`src/rtl/apb_pkg.sv`:
```
// apb_pkg: definitions shared by the APB master and completer.
//   - APB_ADDR_W / APB_DATA_W : bus widths (8-bit address, 8-bit data)
//   - apb_state_e             : bus-phase state encoding (SETUP is used by the
//                               master; the completer folds it into IDLE)
//   - addr_err()              : out-of-range address decode helper
package apb_pkg;

    localparam int APB_ADDR_W = 8;
    localparam int APB_DATA_W = 8;

    typedef enum logic [1:0] {
        IDLE   = 2'b00,
        SETUP  = 2'b01,
        ACCESS = 2'b10
    } apb_state_e;

    // True when the address falls outside a register file of num_regs entries.
    function automatic logic addr_err(input logic [APB_ADDR_W-1:0] addr,
                                      input int unsigned num_regs);
        return 32'(addr) >= num_regs;
    endfunction

endpackage

```
`src/rtl/apb_regfile.sv`:
```
// apb_regfile: NUM_REGS x 8-bit register storage.
//   clk, preset : clock and synchronous active-high reset (all entries <= RESET_VAL)
//   we, waddr, wdata : synchronous write port
//   raddr, rdata     : combinational read port
module apb_regfile
    import apb_pkg::*;
#(
    parameter int                    NUM_REGS  = 16,
    parameter logic [APB_DATA_W-1:0] RESET_VAL = 8'h00,
    localparam int                   IDX_W     = (NUM_REGS > 1) ? $clog2(NUM_REGS) : 1
) (
    input  logic                  clk,
    input  logic                  preset,
    input  logic                  we,
    input  logic [IDX_W-1:0]      waddr,
    input  logic [APB_DATA_W-1:0] wdata,
    input  logic [IDX_W-1:0]      raddr,
    output logic [APB_DATA_W-1:0] rdata
);

    logic [APB_DATA_W-1:0] mem [NUM_REGS];

    always_ff @(posedge clk) begin
        if (preset) begin
            for (int i = 0; i < NUM_REGS; i++) begin
                mem[i] <= RESET_VAL;
            end
        end else if (we) begin
            mem[waddr] <= wdata;
        end
    end

    // For non power-of-two sizes an out-of-range index can reach here; the
    // caller masks that case with its latched error flag.
    assign rdata = mem[raddr];

endmodule

```
`src/rtl/apb_slave_regs.sv`:
```
// apb_slave_regs: APB completer backed by a small 8-bit register file.
//   clk, preset          : clock, synchronous active-high reset
//   psel, penable        : APB select / access strobe from the master
//   pwrite, paddress     : direction and address (latched in the SETUP cycle)
//   pwdata               : write data (used in the completing ACCESS cycle)
//   pready               : transfer completes this cycle (combinational)
//   prdata, pslverr      : read data / error response, valid with pready
//   reg_wr_pulse         : one-cycle pulse following each committed write
//
// Handshake: a transfer is a SETUP cycle (psel=1, penable=0) followed by one
// or more ACCESS cycles (psel=1, penable=1); it completes in the first ACCESS
// cycle where pready=1, which is ACCESS cycle WAIT_STATES+1. Dropping psel in
// ACCESS aborts; dropping penable with psel held restarts as a new SETUP.
module apb_slave_regs
    import apb_pkg::*;
#(
    parameter int                    NUM_REGS    = 16,
    parameter int                    WAIT_STATES = 1,
    parameter logic [APB_DATA_W-1:0] RESET_VAL   = 8'h00
) (
    input  logic                  clk,
    input  logic                  preset,
    input  logic                  psel,
    input  logic                  penable,
    input  logic                  pwrite,
    input  logic [APB_ADDR_W-1:0] paddress,
    input  logic [APB_DATA_W-1:0] pwdata,
    output logic                  pready,
    output logic [APB_DATA_W-1:0] prdata,
    output logic                  pslverr,
    output logic                  reg_wr_pulse
);

    localparam int IDX_W = (NUM_REGS > 1) ? $clog2(NUM_REGS) : 1;

    apb_state_e            state_q;
    logic [3:0]            wcnt_q;
    logic [IDX_W-1:0]      addr_q;
    logic                  write_q;
    logic                  err_q;
    logic                  commit;
    logic [APB_DATA_W-1:0] rf_rdata;

    // Only the index bits are kept: anything above them is out of range and
    // already captured in err_q.
    always_ff @(posedge clk) begin
        if (preset) begin
            state_q      <= IDLE;
            wcnt_q       <= '0;
            addr_q       <= '0;
            write_q      <= 1'b0;
            err_q        <= 1'b0;
            reg_wr_pulse <= 1'b0;
        end else begin
            reg_wr_pulse <= commit;
            case (state_q)
                IDLE: begin
                    if (psel && !penable) begin
                        state_q <= ACCESS;
                        wcnt_q  <= 4'(WAIT_STATES);
                        addr_q  <= paddress[IDX_W-1:0];
                        write_q <= pwrite;
                        err_q   <= addr_err(paddress, NUM_REGS);
                    end
                end
                ACCESS: begin
                    if (!psel) begin
                        state_q <= IDLE;
                    end else if (!penable) begin
                        // Master restarted: treat as a fresh SETUP.
                        wcnt_q  <= 4'(WAIT_STATES);
                        addr_q  <= paddress[IDX_W-1:0];
                        write_q <= pwrite;
                        err_q   <= addr_err(paddress, NUM_REGS);
                    end else if (wcnt_q != '0) begin
                        wcnt_q <= wcnt_q - 4'd1;
                    end else begin
                        state_q <= IDLE;
                    end
                end
                default: state_q <= IDLE;
            endcase
        end
    end

    always_comb begin
        pready  = (state_q == ACCESS) && psel && penable && (wcnt_q == '0);
        commit  = pready && write_q && !err_q;
        pslverr = pready && err_q;
        prdata  = (pready && !write_q && !err_q) ? rf_rdata : '0;
    end

    apb_regfile #(
        .NUM_REGS  (NUM_REGS),
        .RESET_VAL (RESET_VAL)
    ) u_regfile (
        .clk   (clk),
        .preset(preset),
        .we    (commit),
        .waddr (addr_q),
        .wdata (pwdata),
        .raddr (addr_q),
        .rdata (rf_rdata)
    );

endmodule

```
`config.mk`:
```
export PLATFORM = sky130hd
export DESIGN_NAME = apb_slave_regs
export DESIGN_NICKNAME = d
export VERILOG_FILES = /design/src/rtl/apb_pkg.sv /design/src/rtl/apb_regfile.sv /design/src/rtl/apb_slave_regs.sv
export SDC_FILE = /design/constraint.sdc
export NUM_CORES = 1
export LEC_CHECK = 0
export CAP_MARGIN = 15
export CORE_UTILIZATION = 65
export CTS_CLUSTER_SIZE = 28
export DETAILED_ROUTE_END_ITERATION = 7
export PLACE_DENSITY = 0.85
export SLEW_MARGIN = 30
export SYNTH_ARGS = -nofsm -noshare
export SYNTH_HDL_FRONTEND = slang
export SYNTH_SLANG_ARGS = --single-unit
```
`constraint.sdc`:
```
create_clock -name clk -period 3.58 [get_ports clk]
set_input_delay 0.358 -clock clk [delete_from_list [all_inputs] [get_ports clk]]
set_output_delay 0.358 -clock clk [all_outputs]
set_load 0.01 [all_outputs]
```
# Word-level counts from Yosys, hierarchy flattened
# Memory sizes are Yosys's and may differ from the RTL's. A register that Yosys moved wholly into a read port is not among the register bits.
# Cells that the tools add are included.
# W data, S select, Z words.
# totals
ff_bits,13
mem_bits_rw,128
input_bits,21
out_inout_bits,11
elab_cells,69
memories,1
# op_classes
add_sub_neg,1
order_cmp,1
eq_ne,7
mux,33
n_reduce_logical,20
# memory_table
name,words,width,read_ports,rd_clocked_by_memory_dff,write_ports,line,rtl
u_regfile.mem,16,8,1,1,16,apb_regfile.sv:21,logic [APB_DATA_W-1:0] mem [NUM_REGS];
# ops
operator,count
$mux W4,10
$mux W8,2
$pmux W4 S2,2
$mux W1,12
$logic_and A1 B1 Y1,9
$ne A3 B3 Y1 const B,3
$ge A8 B5 Y1 const B,1
$mux W2,4
$reduce_and A4 Y1,2
$reduce_or A8 Y1,1
$ne A2 B2 Y1 const B,3
$logic_not A4 Y1,1
$pmux W1 S2,2
$pmux W2 S2,1
$reduce_bool A4 Y1,1
$sub A4 B1 Y4 const B,1
$logic_not A1 Y1,3
$reduce_and A3 Y1,1
$eq A2 B2 Y1 const B,1
$logic_not A2 Y1,1
$reduce_bool A2 Y1,1

# Logic depth before layout (Yosys ltp)
# Gate-level depths: netlist of the first run.
# logic_depth
ltp_word,11
ltp_mapped,8
mapped_depth_nobuf,6

# By module
# From an unflattened synthesis of the first run, not the netlist that was laid out.
# hier_totals
hier_cells,439
area_unflattened_um2,6467.5
# by_module_without_submodules
mod,n_inst,cells_per_inst,area_per_inst_um2,seq_area_each_um2
apb_regfile,1,375,5861.9,3843.7
apb_slave_regs,1,64,605.6,240.2

# Worst setup path after synthesis of the first run
# OpenSTA, ideal clock, no wires.
# synth_timing
path_type,register -> register
from,register wcnt_q[0]
to,"memory u_regfile.mem[2][0], enable pin"
t_arrival_ns,1.731
required_time_ns,3.196
path_slack_ns,1.465
path_stages_with_launch,7
path_buffers,1
period_less_slack_ns,2.115
cell_sequence,dfxtp_1 inv_1 ha_1 and3b_1 buf_6 nand4b_1 o21ai_0
# synth_lines
item,line,rtl
start: declaration,apb_slave_regs.sv:37,logic [3:0] wcnt_q;
start signal: assignment,apb_slave_regs.sv:60,wcnt_q <= 4'(WAIT_STATES);
start signal: assignment,apb_slave_regs.sv:71,wcnt_q <= 4'(WAIT_STATES);
start signal: assignment,apb_slave_regs.sv:76,wcnt_q <= wcnt_q - 4'd1;
end: declaration,apb_regfile.sv:21,

# Worst setup path in the final report of the first run
# layout_timing
from,register wcnt_q[0]
to,output port prdata[6]
# layout_via
elab_chain_len,5
# layout_lines
item,line,rtl
$logic_not A4 Y1,apb_slave_regs.sv:87,pready = (state_q == ACCESS) && psel && penable && (wcnt_q == '0);
$logic_and A1 B1 Y1,apb_slave_regs.sv:87,
$logic_and A1 B1 Y1 (2 in a row),apb_slave_regs.sv:90,prdata = (pready && !write_q && !err_q) ? rf_rdata : '0;
$mux W8,apb_slave_regs.sv:90,
end: declaration,apb_slave_regs.sv:29,"output logic [APB_DATA_W-1:0] prdata,"
# No other way between the ends.

==> results.cfg, run 1 <==
[logic_synthesis]
syn_area_um2 = 6540
synthFlopType = edfxtp_1
syn-num-nets = 466
synth_area_per_cell_um2 = 14.7
synth-edff-count = 128
ys_seq_area_share_pct = 63.7
synth_async_sr_flop_share_pct = 0
synthCells = 444
ys_ff_latch = 144
yosysTopAreaCell = edfxtp_1
synth_area_leaders = edfxtp_1 (59%), and2_1 (12%), mux4_2 (11%)
synth_top_area_share_pct = 58.8
synth_cell_types = 36
yosys_warnings = 0

[worst_setup_path]
crit_fanout = 8
cp-end-kind = output port
critPathTopFamily = simple AND/OR/NAND/NOR gates
crit_buf_inv = 2
max_stage_delay_ns = 0.60
critical_path_class = flip-flop to output port
arrival_ns = 3.04
crit_slowest_cell = clkdlybuf4s50_1
r2r_slack_ns = 1.40
required_ns = 3.22
cp-start-kind = flip-flop
path_cells = inv_1 -> ha_1 -> and3b_2 -> nand2_4 -> or4_1 -> o22ai_1 -> clkdlybuf4s50_1

[global_route]
grt-ovfl-total = 0
grt_pass1_wl_um = 21200
grt_max_degree = 33
antenna_found_initial = 0
grtUsageTotal_pct = 29.2
grt_pass1_vias = 3778

[cts]
cts_buffers = 17
path_clk_slew_ns = 0.06
clock_sinks = 144
clock_path_buffers = 2
htree_num_levels = 4
root_buffer = clkbuf_8
cts_tree = built
ctsHoldBuffers = 0
clock_latency_ns = 0.52

[route]
drtIter0Drc = 315
ant_nets = 0
via_per_inst = 6.30
drcViolationCount = 0
routedWlPerCell_um = 21.7
wl_met3_um = 1270
num_vias = 3997
wl_um = 13800
wl_met1_um = 5470
first_pass_iters = 5
top_layer = met4
routed-wl-met2_um = 6790

[floorplanning]
io_pins = 32
start_util_pct = 66.9
die_h_um = 102
core-area_um2 = 9770
die_area_um2 = 10500
num_rows = 36
die_x_um = 102

[placed_design]
pre_cts_slack_ns = 0.358
hpwlAfterDp_um = 9060
numPortBuffers = 31
place_congestion = 0.806

[run_status]
status = completed

[layout]
nFillCells = 541
synthToLayoutAreaGrowth_pct = 16.7
fin_util_pct = 78.1
nNetsFinal = 510
multi_input_area_um2 = 2230
seq_area_um2 = 4170
drive_gt1_share_pct = 17.4
n_antenna_cell = 0
layout_common_cells = and2_1 (128), edfxtp_1 (128), mux4_2 (32)

[pwr]
peakVddDrop_mv = 0.325
leakage_nw = 2.77
p_per_area_nw_per_um2 = 498

[sta]
timing.setup.tns_ns = 0
tightest_slew_ns = 0.698
final-setup-viol-count = 0
slew_viol_final = 0
worst_slack_ns = 0.181
hold_violations = 0
period_share_pct = 95.0
rsz0062_at_grt = false
skew_ns = 0.0101
period_minus_slack_ns = 3.40
relSlewSlack_pct = 53.3
fmax_mhz = 294

[worst_hold_path]
worstHoldPathType = input pin to flip-flop

[run]
cap_viol_max_count = 0
-- sequential cells by signal (all words and copies together), names as in the netlist, named ones only --
register,flops
err_q,1
state_q,1
reg_wr_pulse,1
u_regfile.mem,128
addr_q,4
wcnt_q,4
write_q,1
-- layout make-up --
| cell class | instances | share of cell area, % |
|---|---|---|
| Tap cell | 133 | 2.18 |
| Clock buffer | 26 | 7.08 |
| Multi-Input combinational cell | 269 | 29.3 |
| Clock inverter | 6 | 0.525 |
| Timing Repair Buffer | 50 | 6.10 |
| Inverter | 6 | 0.295 |
| Sequential cell | 144 | 54.6 |
-- where the power goes --
| part | total, W | leakage [nW] | internal, W | switching, W |
|---|---|---|---|---|
| Combinational | 0.000228 | 1.03 | 0.000101 | 0.000127 |
| Clock | 0.00167 | 0.289 | 0.00103 | 0.000639 |
| Sequential | 0.00191 | 1.46 | 0.00188 | 0.0000279 |
| Total | 0.00380 | 2.77 | 0.00301 | 0.000794 |
-- final timing paths --
check	end	from	cells past startpoint
setup / recovery	prdata[6]	wcnt_q[0]	7
hold / removal	write_q	pwrite	3
setup reg to reg	u_regfile.mem[11][0]	wcnt_q[0]	6
hold reg to reg	wcnt_q[0]	wcnt_q[0]	2
-- metrics by stage --
stage	hold slack [ns]	instances	total power (W)	area, µm²
3_3_place_gp	0.477	602	0.00215	7050
4_1_cts	0.427	634	0.00381	7630
6_report	0.448	634	0.00380	7630
3_5_place_dp	0.497	602	0.00217	7050
5_1_grt	0.492	634	0.00390	7630
2_1_floorplan	0.459	444	0.00206	6540
-- layer usage --
metal / vias to the layer above / global-route usage [%]
li1: 1742 / -
met1: 2015 / 41.5
met2: 223 / 45.2
met3: 17 / 6.29
met4: 0 / 10.8
met5: - / 0
-- cells in the mapped netlist (2+ instances only) --
master / count
nand4_1: 3
clkbuf_1: 16
buf_2: 3
edfxtp_1: 128
nor3b_1: 2
buf_6: 3
nor2_1: 27
dfxtp_1: 16
a21oi_1: 4
o22ai_1: 8
and2_1: 128
mux2i_1: 21
inv_1: 6
nor4b_1: 3
nand2_1: 3
and3b_1: 2
buf_1: 3
o21ai_0: 19
mux4_2: 32
-- worst min-delay path, stage by stage --
cell and delay, ns:
clkdlybuf4s50_1 0.39, mux2i_1 0.12, nor2_1 0.05
-- logic make-up (layout without fill, tap and decap cells) --
| family | Yosys count | count (layout) | synth area share (%) |
|---|---|---|---|
| adders and majority gates | 1 | 1 | 0.191 |
| buffers and inverters | 31 | 88 | 2.18 |
| muxes | 53 | 53 | 14.2 |
| AOI/OAI and AO/OA | 35 | 35 | 3.08 |
| DFF | 144 | 144 | 63.7 |
| and+or+nand+nor | 180 | 180 | 16.6 |
-- timing repair --
| action | 4_1_cts | 5_1_grt |
|---|---|---|
| resized for setup | 0 | 1 |
| setup buffers | 0 | 0 |
| setup endpoints to repair | 0 | 1 |
No activity file was read; power rests on OpenSTA's default activity.
==> run 2, diff against run 1 <==
CORE_UTILIZATION = 45   (was 65)
PLACE_DENSITY = not set   (was 0.85)
==> results.cfg, run 2 (synthesized netlist as in run 1, its figures left out) <==
[run]
cap_viol_max_count = 0

[floorplanning]
core-area_um2 = 14000
die_x_um = 123
start_util_pct = 46.6
io_pins = 32
num_rows = 43
die_h_um = 123
die_area_um2 = 15000

[sta]
hold_violations = 0
timing.setup.tns_ns = 0
skew_ns = 0.00614
fmax_mhz = 308
tightest_slew_ns = 0.648
final-setup-viol-count = 0
relSlewSlack_pct = 56.7
period_share_pct = 90.6
slew_viol_final = 0
rsz0062_at_grt = false
period_minus_slack_ns = 3.24

[placed_design]
place_congestion = 0.749
numPortBuffers = 31
hpwlAfterDp_um = 9360

[pwr]
leakage_nw = 2.76
peakVddDrop_mv = 0.335
p_per_area_nw_per_um2 = 499

[worst_hold_path]
hold_start = wcnt_q[0]
min_path_cells = 2
hold_end = wcnt_q[0]
worstHoldPathType = flip-flop to flip-flop

[worst_setup_path]
cp-start-kind = flip-flop
cp-end-kind = output port
rr_startpoint = wcnt_q[0]
required_ns = 3.22
critical_path_class = flip-flop to output port
r2r_cells = 6
arrival_ns = 2.89
r2r_slack_ns = 1.30
crit_fanout = 8
reg2reg_to = u_regfile.mem[5][7]

[route]
routedWlPerCell_um = 20.8
drcViolationCount = 0
drtIter0Drc = 341
num_vias = 3723
via_per_inst = 5.47
ant_nets = 0
first_pass_iters = 5
wl_um = 14200

[global_route]
grt_pass1_wl_um = 21700
grtUsageTotal_pct = 20.7
antenna_found_initial = 0
grt_pass1_vias = 3700
grt-ovfl-total = 0
grt_max_degree = 33

[cts]
cts_resized = 0
cts_buffers = 17
ctsHoldBuffers = 0
path_clk_slew_ns = 0.06
root_buffer = clkbuf_16
clock_latency_ns = 0.42
clock_sinks = 144
clock_path_buffers = 2
postCtsSetupRepairBufs = 0
htree_num_levels = 4
cts_tree = built

[layout]
largest_reg_flops = 128
n_antenna_cell = 0
layout_common_cells = and2_1 (128), edfxtp_1 (128), mux4_2 (32)
nNetsFinal = 511
fin_util_pct = 54.7
synthToLayoutAreaGrowth_pct = 17.4
nFillCells = 1140
drive_gt1_share_pct = 15.6
regMostFlops = u_regfile.mem
largest_registers = u_regfile.mem x128, addr_q x4, wcnt_q x4

[run_status]
status = completed
[run 2: critical path, cell delays in order, from the launching register on]
cell and delay [ns]:
dfxtp_1 0.32, inv_1 0.07, ha_1 0.19, and3b_1 0.36, nand2_4 0.13, or4_1 0.58
o22ai_1 0.26, clkdlybuf4s50_1 0.56
[run 2: area by class of cell]
type                    instances  area [µm²]  area share, %
multi-input cells             269        2230           29.1
clock buffers                  20         437           5.69
repair buffers                 51         473           6.16
well taps                     180         225           2.93
flip-flops and latches        144        4170           54.3
clock inverters                11         121           1.58
inverters                       6        22.5          0.293
[run 2: layer usage]
| metal | vias up | wire, µm | global-route usage (%) |
|---|---|---|---|
| li1 | 1741 | - | - |
| met1 | 1874 | 6450 | 28.8 |
| met2 | 98 | 6920 | 32.7 |
| met3 | 10 | 671 | 3.95 |
| met4 | 0 | 138 | 7.09 |
| met5 | - | 0 | 0 |
[run 2: through the flow]
| step | total power (W) | std cells | area [µm²] | hold WS (ns) | setup slack [ns] |
|---|---|---|---|---|---|
| 2_1_floorplan | 0.00206 | 444 | 6540 | 0.459 | 1.46 |
| 3_3_place_gp | 0.00217 | 650 | 7120 | 0.488 | 0.525 |
| 3_5_place_dp | 0.00217 | 650 | 7120 | 0.492 | 0.390 |
| 4_1_cts | 0.00384 | 681 | 7680 | 0.501 | 0.312 |
| 5_1_grt | 0.00393 | 681 | 7680 | 0.528 | 0.179 |
| 6_report | 0.00383 | 681 | 7680 | 0.495 | 0.335 |
[run 2: power breakdown]
group	switching (W)	total (W)	internal [W]
Clock	0.000626	0.00170	0.00107
Sequential	0.0000244	0.00190	0.00188
Combinational	0.000128	0.000230	0.000101
[run 2: worst max path at each step]
stage / start / to / slack (ns) / cells after the start
3_5_place_dp: psel / prdata[2] / 0.39 / 6
6_report: wcnt_q[0] / prdata[6] / 0.34 / 7
2_1_floorplan: wcnt_q[0] / u_regfile.mem[2][0] / 1.46 / 6
4_1_cts: wcnt_q[0] / prdata[2] / 0.31 / 7
5_1_grt: wcnt_q[0] / prdata[6] / 0.18 / 7
3_3_place_gp: psel / prdata[2] / 0.52 / 6
